File: src/rtl/pic_pkg.sv
// Shared definitions for the interrupt-acknowledge sequencer and PIC-side blocks.
package pic_pkg;

  typedef enum logic [2:0] {
    IDLE = 3'd0,
    P1   = 3'd1,
    GAP  = 3'd2,
    P2   = 3'd3,
    HOLD = 3'd4
  } state_t;

  localparam logic INTA_ACTIVE = 1'b0;

  function automatic int max_int(input int a, input int b);
    return (a > b) ? a : b;
  endfunction

endpackage

File: src/rtl/pic_cycle_timer.sv
// Loadable down-counter; o_done marks the final cycle of a loaded interval.
module pic_cycle_timer #(
  parameter int W = 2
) (
  input  logic         clk,
  input  logic         reset,
  input  logic         i_load,
  input  logic [W-1:0] i_load_val,
  output logic         o_done
);

  logic [W-1:0] r_count;

  // Parks at zero between intervals so it can never wrap.
  always_ff @(posedge clk) begin
    if (reset) begin
      r_count <= '0;
    end else if (i_load) begin
      r_count <= i_load_val;
    end else if (r_count != '0) begin
      r_count <= r_count - W'(1);
    end
  end

  assign o_done = (r_count == W'(1));

endmodule

File: src/rtl/inta_sequencer.sv
// CPU-side 8259 interrupt-acknowledge initiator: two INTA pulses, vector capture,
// and a valid/ack handoff to the core.
//
// state | meaning
// IDLE  | waiting for INT & intEnable with no unconsumed vector
// P1    | first INTA pulse, bus locked
// GAP   | INTA high between pulses, bus still locked
// P2    | second INTA pulse; vector sampled on its last edge
// HOLD  | vector valid, waiting for vectorAck
module inta_sequencer
  import pic_pkg::*;
#(
  parameter int PULSE_WIDTH = 2,
  parameter int GAP_CYCLES  = 1
) (
  input  logic       clk,
  input  logic       reset,
  input  logic       INT,
  input  logic       intEnable,
  input  logic [7:0] dataBus,
  input  logic       vectorAck,
  output logic       INTA,
  output logic       currentPulse,
  output logic       lockOut,
  output logic       busy,
  output logic [7:0] vector,
  output logic       vectorValid
);

  localparam int CW = $clog2(max_int(PULSE_WIDTH, GAP_CYCLES) + 1);

  state_t        r_state;
  state_t        w_next;
  logic          w_load;
  logic [CW-1:0] w_load_val;
  logic          w_done;

  logic          r_inta;
  logic          r_current_pulse;
  logic          r_lock;
  logic          r_busy;
  logic [7:0]    r_vector;
  logic          r_vector_valid;

  pic_cycle_timer #(.W(CW)) u_timer (
    .clk        (clk),
    .reset      (reset),
    .i_load     (w_load),
    .i_load_val (w_load_val),
    .o_done     (w_done)
  );

  always_comb begin
    w_next     = r_state;
    w_load     = 1'b0;
    w_load_val = CW'(PULSE_WIDTH);
    case (r_state)
      IDLE: if (INT && intEnable && !r_vector_valid) begin
        w_next = P1;
        w_load = 1'b1;
      end
      P1: if (w_done) begin
        w_next     = GAP;
        w_load     = 1'b1;
        w_load_val = CW'(GAP_CYCLES);
      end
      GAP: if (w_done) begin
        w_next = P2;
        w_load = 1'b1;
      end
      P2:   if (w_done) w_next = HOLD;
      HOLD: if (vectorAck) w_next = IDLE;
      default: w_next = IDLE;
    endcase
  end

  // Outputs are decoded from the next state so they line up with the state register.
  always_ff @(posedge clk) begin
    if (reset) begin
      r_state         <= IDLE;
      r_inta          <= ~INTA_ACTIVE;
      r_current_pulse <= 1'b0;
      r_lock          <= 1'b0;
      r_busy          <= 1'b0;
      r_vector        <= 8'h00;
      r_vector_valid  <= 1'b0;
    end else begin
      r_state         <= w_next;
      r_inta          <= ((w_next == P1) || (w_next == P2)) ? INTA_ACTIVE : ~INTA_ACTIVE;
      r_current_pulse <= (w_next == P1);
      r_lock          <= (w_next == P1) || (w_next == GAP) || (w_next == P2);
      r_busy          <= (w_next != IDLE);
      if ((r_state == P2) && w_done) begin
        r_vector       <= dataBus;
        r_vector_valid <= 1'b1;
      end else if ((r_state == HOLD) && vectorAck) begin
        r_vector_valid <= 1'b0;
      end
    end
  end

  assign INTA         = r_inta;
  assign currentPulse = r_current_pulse;
  assign lockOut      = r_lock;
  assign busy         = r_busy;
  assign vector       = r_vector;
  assign vectorValid  = r_vector_valid;

endmodule
File: config.mk
export PLATFORM = sky130hd
export DESIGN_NAME = inta_sequencer
export DESIGN_NICKNAME = d
export VERILOG_FILES = /design/src/rtl/pic_pkg.sv /design/src/rtl/pic_cycle_timer.sv /design/src/rtl/inta_sequencer.sv
export SDC_FILE = /design/constraint.sdc
export NUM_CORES = 1
export LEC_CHECK = 0
export CORE_AREA = 2 2 44 46
export DETAILED_ROUTE_END_ITERATION = 7
export DIE_AREA = 0 0 46 48
export PLACE_DENSITY = 0.79
export SETUP_SLACK_MARGIN = 0.05
export SYNTH_ARGS = -nofsm -noshare
export SYNTH_HDL_FRONTEND = slang
export SYNTH_SLANG_ARGS = --single-unit
File: constraint.sdc
create_clock -name clk -period 2.7 [get_ports clk]
set_clock_uncertainty 0.2 [all_clocks]
set_input_delay 0.54 -clock clk [delete_from_list [all_inputs] [get_ports clk]]
set_output_delay 0.54 -clock clk [all_outputs]
set_load 0.02 [all_outputs]
## After elaboration in Yosys (flattened, before gate mapping)

Index checks and enable logic that the tools add are counted.

| word-level totals | value |
|---|---|
| bits in registers | 18 |
| input bits | 13 |
| logic and storage cells | 47 |

| cells by class | value |
|---|---|
| $add $sub $neg | 1 |
| equality and inequality tests | 8 |
| muxes and demuxes | 16 |
| reduce and logical (&&, ||, !) cells | 14 |

Operators by type and width:

| kind | number |
|---|---|
| $mux 3 | 5 |
| $pmux 3 s5 | 1 |
| $eq 3x2->1 const B | 4 |
| $mux 2 | 4 |
| $eq 3x1->1 const B | 2 |
| $reduce_bool 2->1 | 3 |
| $mux 1 | 5 |
| $logic_and 1x1->1 | 4 |
| $eq 3x3->1 const B | 1 |
| $logic_not 3->1 | 1 |
| $logic_or 1x1->1 | 3 |
| $reduce_bool 3->1 | 1 |
| $eq 2x1->1 const B | 1 |
| $pmux 1 s2 | 1 |
| $reduce_or 2->1 | 1 |
| $sub 2x1->2 const B | 1 |
| $logic_not 1->1 | 1 |

## Depth between registers and ports, before layout

| depth | value |
|---|---|
| depth in word-level cells | 7 |
| gate-level depth with buffers | 7 |
| gate-level depth less buffers | 6 |

## Modules after synthesis

From an unflattened synthesis, not the netlist that was laid out.

| second synthesis, totals | value |
|---|---|
| cell total of the unflattened synthesis | 92 |
| area, all modules | 857.1 µm² |

Modules (own cells, without submodules):

| module | times used | cells each | area each (µm²) | sequential area each (µm²) |
|---|---|---|---|---|
| inta_sequencer | 1 | 78 | 725.7 | 320.3 |
| pic_cycle_timer | 1 | 14 | 131.4 | 40.0 |

## Worst setup path before layout

Ideal clock, no wire load.

| timing path | value |
|---|---|
| kind | reg-to-reg |
| start point | reg u_timer.r_count[0] |
| end point | reg u_timer.r_count[0] |
| library setup time | 0.127 ns |
| data arrival time | 1.265 ns |
| data required time | 2.373 ns |
| path slack | 1.108 ns |
| stages on the path, launching flop included | 6 |
| buffers on the path | 0 |
| clock period less this slack | 1.592 ns |
| cells stage by stage | dfxtp_1 ha_1 nor2b_4 o21a_1 nor3_1 or3_1 |

| on the way | value |
|---|---|
| word-level cells in the longest chain between the ends | 4 |
| elaborated cells between the ends (all ways) | 10 |
| classes of those cells | 1 x add/sub; 1 x eq/ne; 6 x mux; 2 x reduce/logical |

Ends and longest elaborated chain:

| item | RTL line | source |
|---|---|---|
| from (decl) | pic_cycle_timer.sv:12 | `logic [W-1:0] r_count;` |
| from (signal assigned) | pic_cycle_timer.sv:19 | `r_count <= i_load_val;` |
| from (signal assigned) | pic_cycle_timer.sv:21 | `r_count <= r_count - W'(1);` |
| $eq 2x1->1 | pic_cycle_timer.sv:25 | `assign o_done = (r_count == W'(1));` |
| $mux 1 / $mux 2 (equally long branches) | inta_sequencer.sv:62, inta_sequencer.sv:67 |  |
| $pmux 1 s2 / $mux 2 (equally long branches) | inta_sequencer.sv:57 | `case (r_state)` |
| $mux 2 / $reduce_bool 2->1 (equally long branches) | - |  |

Several ways; a longest one is shown, not always the timed one. The select of a mux whose other input is x is not followed.
A chain may end at the register's enable or synchronous reset.

## Worst setup path in the final report

| timing path | value |
|---|---|
| start point | reg r_vector_valid (netlist: vectorValid) |
| end point | out vectorValid |

RTL lines:

| item | RTL line | source |
|---|---|---|
| from (decl) | inta_sequencer.sv:43 | `logic r_vector_valid;` |
| from (signal assigned) | inta_sequencer.sv:86 | `r_vector_valid <= 1'b0;` |
| from (signal assigned) | inta_sequencer.sv:95 | `r_vector_valid <= 1'b1;` |
| from (signal assigned) | inta_sequencer.sv:97 | `r_vector_valid <= 1'b0;` |
| to (decl) | inta_sequencer.sv:27 | `output logic vectorValid` |

No word-level cell between the ends.

==> results.toml <==
[placed_design]
hpwl_mm = 1.37
placed_area_um2 = 1030
dp_cells = 132
place.gp.congestion = 0.764
io_buffers = 25

[synth]
yosys.area_share.simple_pct = 25.4
avgSynthCellArea_um2 = 8.19
synth_compound_area_share_pct = 16.1
synth_edf_count = 0
async_flop_share_pct = 0
ys_seq_elements = 18
synth_xor_area_share_pct = 2.28
synth_top_family_by_area = "simple AND/OR/NAND/NOR gates"
syn_inst = 94
synthesis.nets = 109
synth_area_leader_cell = "dfxtp_1"
ys_top_cells_by_area = "dfxtp_1, nand2_1, a21oi_1"
synth_area_um2 = 769
yosysSeqAreaShare_pct = 46.8
ys.flop_type = "dfxtp_1"
yosysWarningCount = 0
netlist.area_leader.share_pct = 46.8
synth_adder_area_share_pct = 3.25
muxShareOfSynthArea_pct = 1.30
synth.distinct_cells = 28

[grt]
overflow = 0
antenna_found_initial = 0
grt_pass1_vias = 730
grt_pass1_wl_mm = 3.17
grt_max_degree = 14
grt_usage_pct = 20.2

[outcome]
status = "complete, no violations"

[timing]
finalSetupViolations = 0
rsz0062_at_grt = "no"
period_share_pct = 76.9
hold_viol_final = 0
finalSetupTns_ns = 0
fmax_mhz = 482
slew_headroom_pct = 68.1
tightest_slew_ns = 0.477
fin_crit_ns = 2.08
maxSlewViolCount = 0

[clocking]
clock_sinks = 18
ctsResizeCount = 0
cts_buffer_depth = 2
cts_max_level = 1
clk_latency_ns = 0.30
cts_tree = "built"
cts_made_buffers = 3
clk_pin_slew_ns = 0.11
root_buffer = "clkbuf_4"
postCtsHoldBufs = 0
cts_setup_buffers = 0

[critical_path]
crit_arrival_ns = 1.34
cpPeakStageDelay_ns = 0.63
cp_cell_sequence = "clkdlybuf4s50_1"
crit_buf_inv = 1
crit_family = "buffers and inverters"
r2r_cells = 5
cp-end-kind = "output port"
critPathLaunchType = "flop"
r2r_setup_slack_ns = 0.89
crit_required_ns = 1.96
crit_slowest_cell = "clkdlybuf4s50_1"
criticalPathCategory = "flop to output port"
cp_max_fo = 4
r2r_start = "u_timer.r_count[0]$_SDFFE_PP0P_"
r2r_end = "u_timer.r_count[0]$_SDFFE_PP0P_"

[detailed_routing]
wl_per_cell_um = 14.1
vias_per_cell = 5.60
wirelength_mm = 1.92
drtAntennaViolNets = 0
drtIter0Drc = 19
drcViolationCount = 0
vias = 761
first_pass_iters = 4

[power]
p_sw_share_pct = 30.3
power_density_nw_per_um2 = 627
clkPwrFrac_pct = 25.6
vdd_drop_max_uv = 363
power.leakage_nw = 0.391
seqPwrFrac_pct = 46.4
p_int_mw = 0.464
p_switching_mw = 0.202
comb_power_share_pct = 28.1

[layout]
fin_area_um2 = 1060
num-nets-final = 135
final_core_utilization_pct = 62.9
synthToLayoutAreaGrowth_pct = 38.0
diodes = 0
drive_gt1_share_pct = 5.88
layout.cells.non_filler = 136

[floorplanning]
die_h_um = 48
core_um2 = 1690
rows = 15
io_pins = 26
die_area_um2 = 2210
die_w_um = 46
initial_core_util_pct = 45.6

[min_path]
hold_start = "vector[0]$_SDFFE_PP0P_"
hold_depth = 2
hold_class = "flop to flop"
holdPathEnd = "vector[0]$_SDFFE_PP0P_"

[job]
cap_viol_max_count = 0
==> routing by layer <==
layer	vias to the layer above	global-route usage (%)	share of wire, %
met4	0	11.4	1.4
li1	371	-	-
met5	-	0	0
met1	340	23.3	39
met3	4	4.91	8.3
met2	46	34.2	51
==> logic make-up after synthesis <==
logic type / Yosys count
flip-flops: 18
multiplexers: 1
XOR/XNOR: 2
AO/OA/AOI/OAI: 21
AND/OR/NAND/NOR: 41
adder cells (fa/ha/maj): 2
buffers and inverters: 9
==> cells in the mapped netlist, types with 2 or more instances <==
library cell  instances
a31oi_1               2
a21oi_1              12
ha_1                  2
clkbuf_1              2
dfxtp_1              18
nor3_1                4
a211oi_1              2
buf_2                 3
nand2_1              22
nor2_1                5
o21ai_0               2
inv_1                 4
==> metrics by stage <==
step	total power [mW]	worst slack [ns]	hold slack [ns]
floorplan	0.441	1.11	0.309
global placement	0.491	0.631	0.241
detailed placement	0.497	0.580	0.251
CTS	0.666	0.625	0.266
global route	0.709	0.570	0.287
finish	0.666	0.623	0.264
==> cell type report <==
type / instances / area (um2)
Multi-Input combinational cell: 67 / 372
Inverter: 4 / 15.0
Sequential cell: 18 / 360
Fill cell: 153 / 627
Clock buffer: 4 / 36.3
Timing Repair Buffer: 26 / 258
Tap cell: 17 / 21.3
==> worst max path at each step <==
stage,startpoint,to,slack (ns),cells after the start
after floorplan,u_timer.r_count[0]$_SDFFE_PP0P_,u_timer.r_count[0]$_SDFFE_PP0P_,1.11,5
after global placement,INT,u_timer.r_count[0]$_SDFFE_PP0P_,0.63,5
after detailed placement,INT,u_timer.r_count[0]$_SDFFE_PP0P_,0.58,5
after CTS,vectorValid$_SDFFE_PP0P_,vectorValid,0.62,1
after global routing,vectorValid$_SDFFE_PP0P_,vectorValid,0.57,1
final,vectorValid$_SDFFE_PP0P_,vectorValid,0.62,1
==> power groups by stage <==
stage | clock network, mW | logic [mW] | registers (mW)
2_1_floorplan | 0 | 0.127 | 0.315
3_3_place_gp | 0 | 0.178 | 0.313
3_5_place_dp | 0 | 0.184 | 0.314
4_1_cts | 0.171 | 0.187 | 0.308
5_1_grt | 0.186 | 0.211 | 0.312
6_report | 0.170 | 0.187 | 0.309
==> placed cells by master (no fill, tap or decap), drive strengths merged <==
cell,count
and3,1
o41ai,1
or2,1
or3,1
xor2,1
o21ai,2
a21oi,12
mux2i,1
nor2,5
a31oi,2
clkdlybuf4s50,25
dfxtp,18
nand2,22
nand3,1
inv,4
nor3,5
buf,1
ha,2
a211oi,2
nand3b,1
nand2b,1
xnor2,1
o21a,1
nor2b,2
o311a,1
clkbuf,4
nor4,1
==> sequential cells by signal (all words and copies together) (netlist names) <==
register,count
vector,8
r_state,3
u_timer.r_count,2
INTA,1
busy,1
currentPulse,1
lockOut,1
vectorValid,1
(Power assumes the default switching activity.)
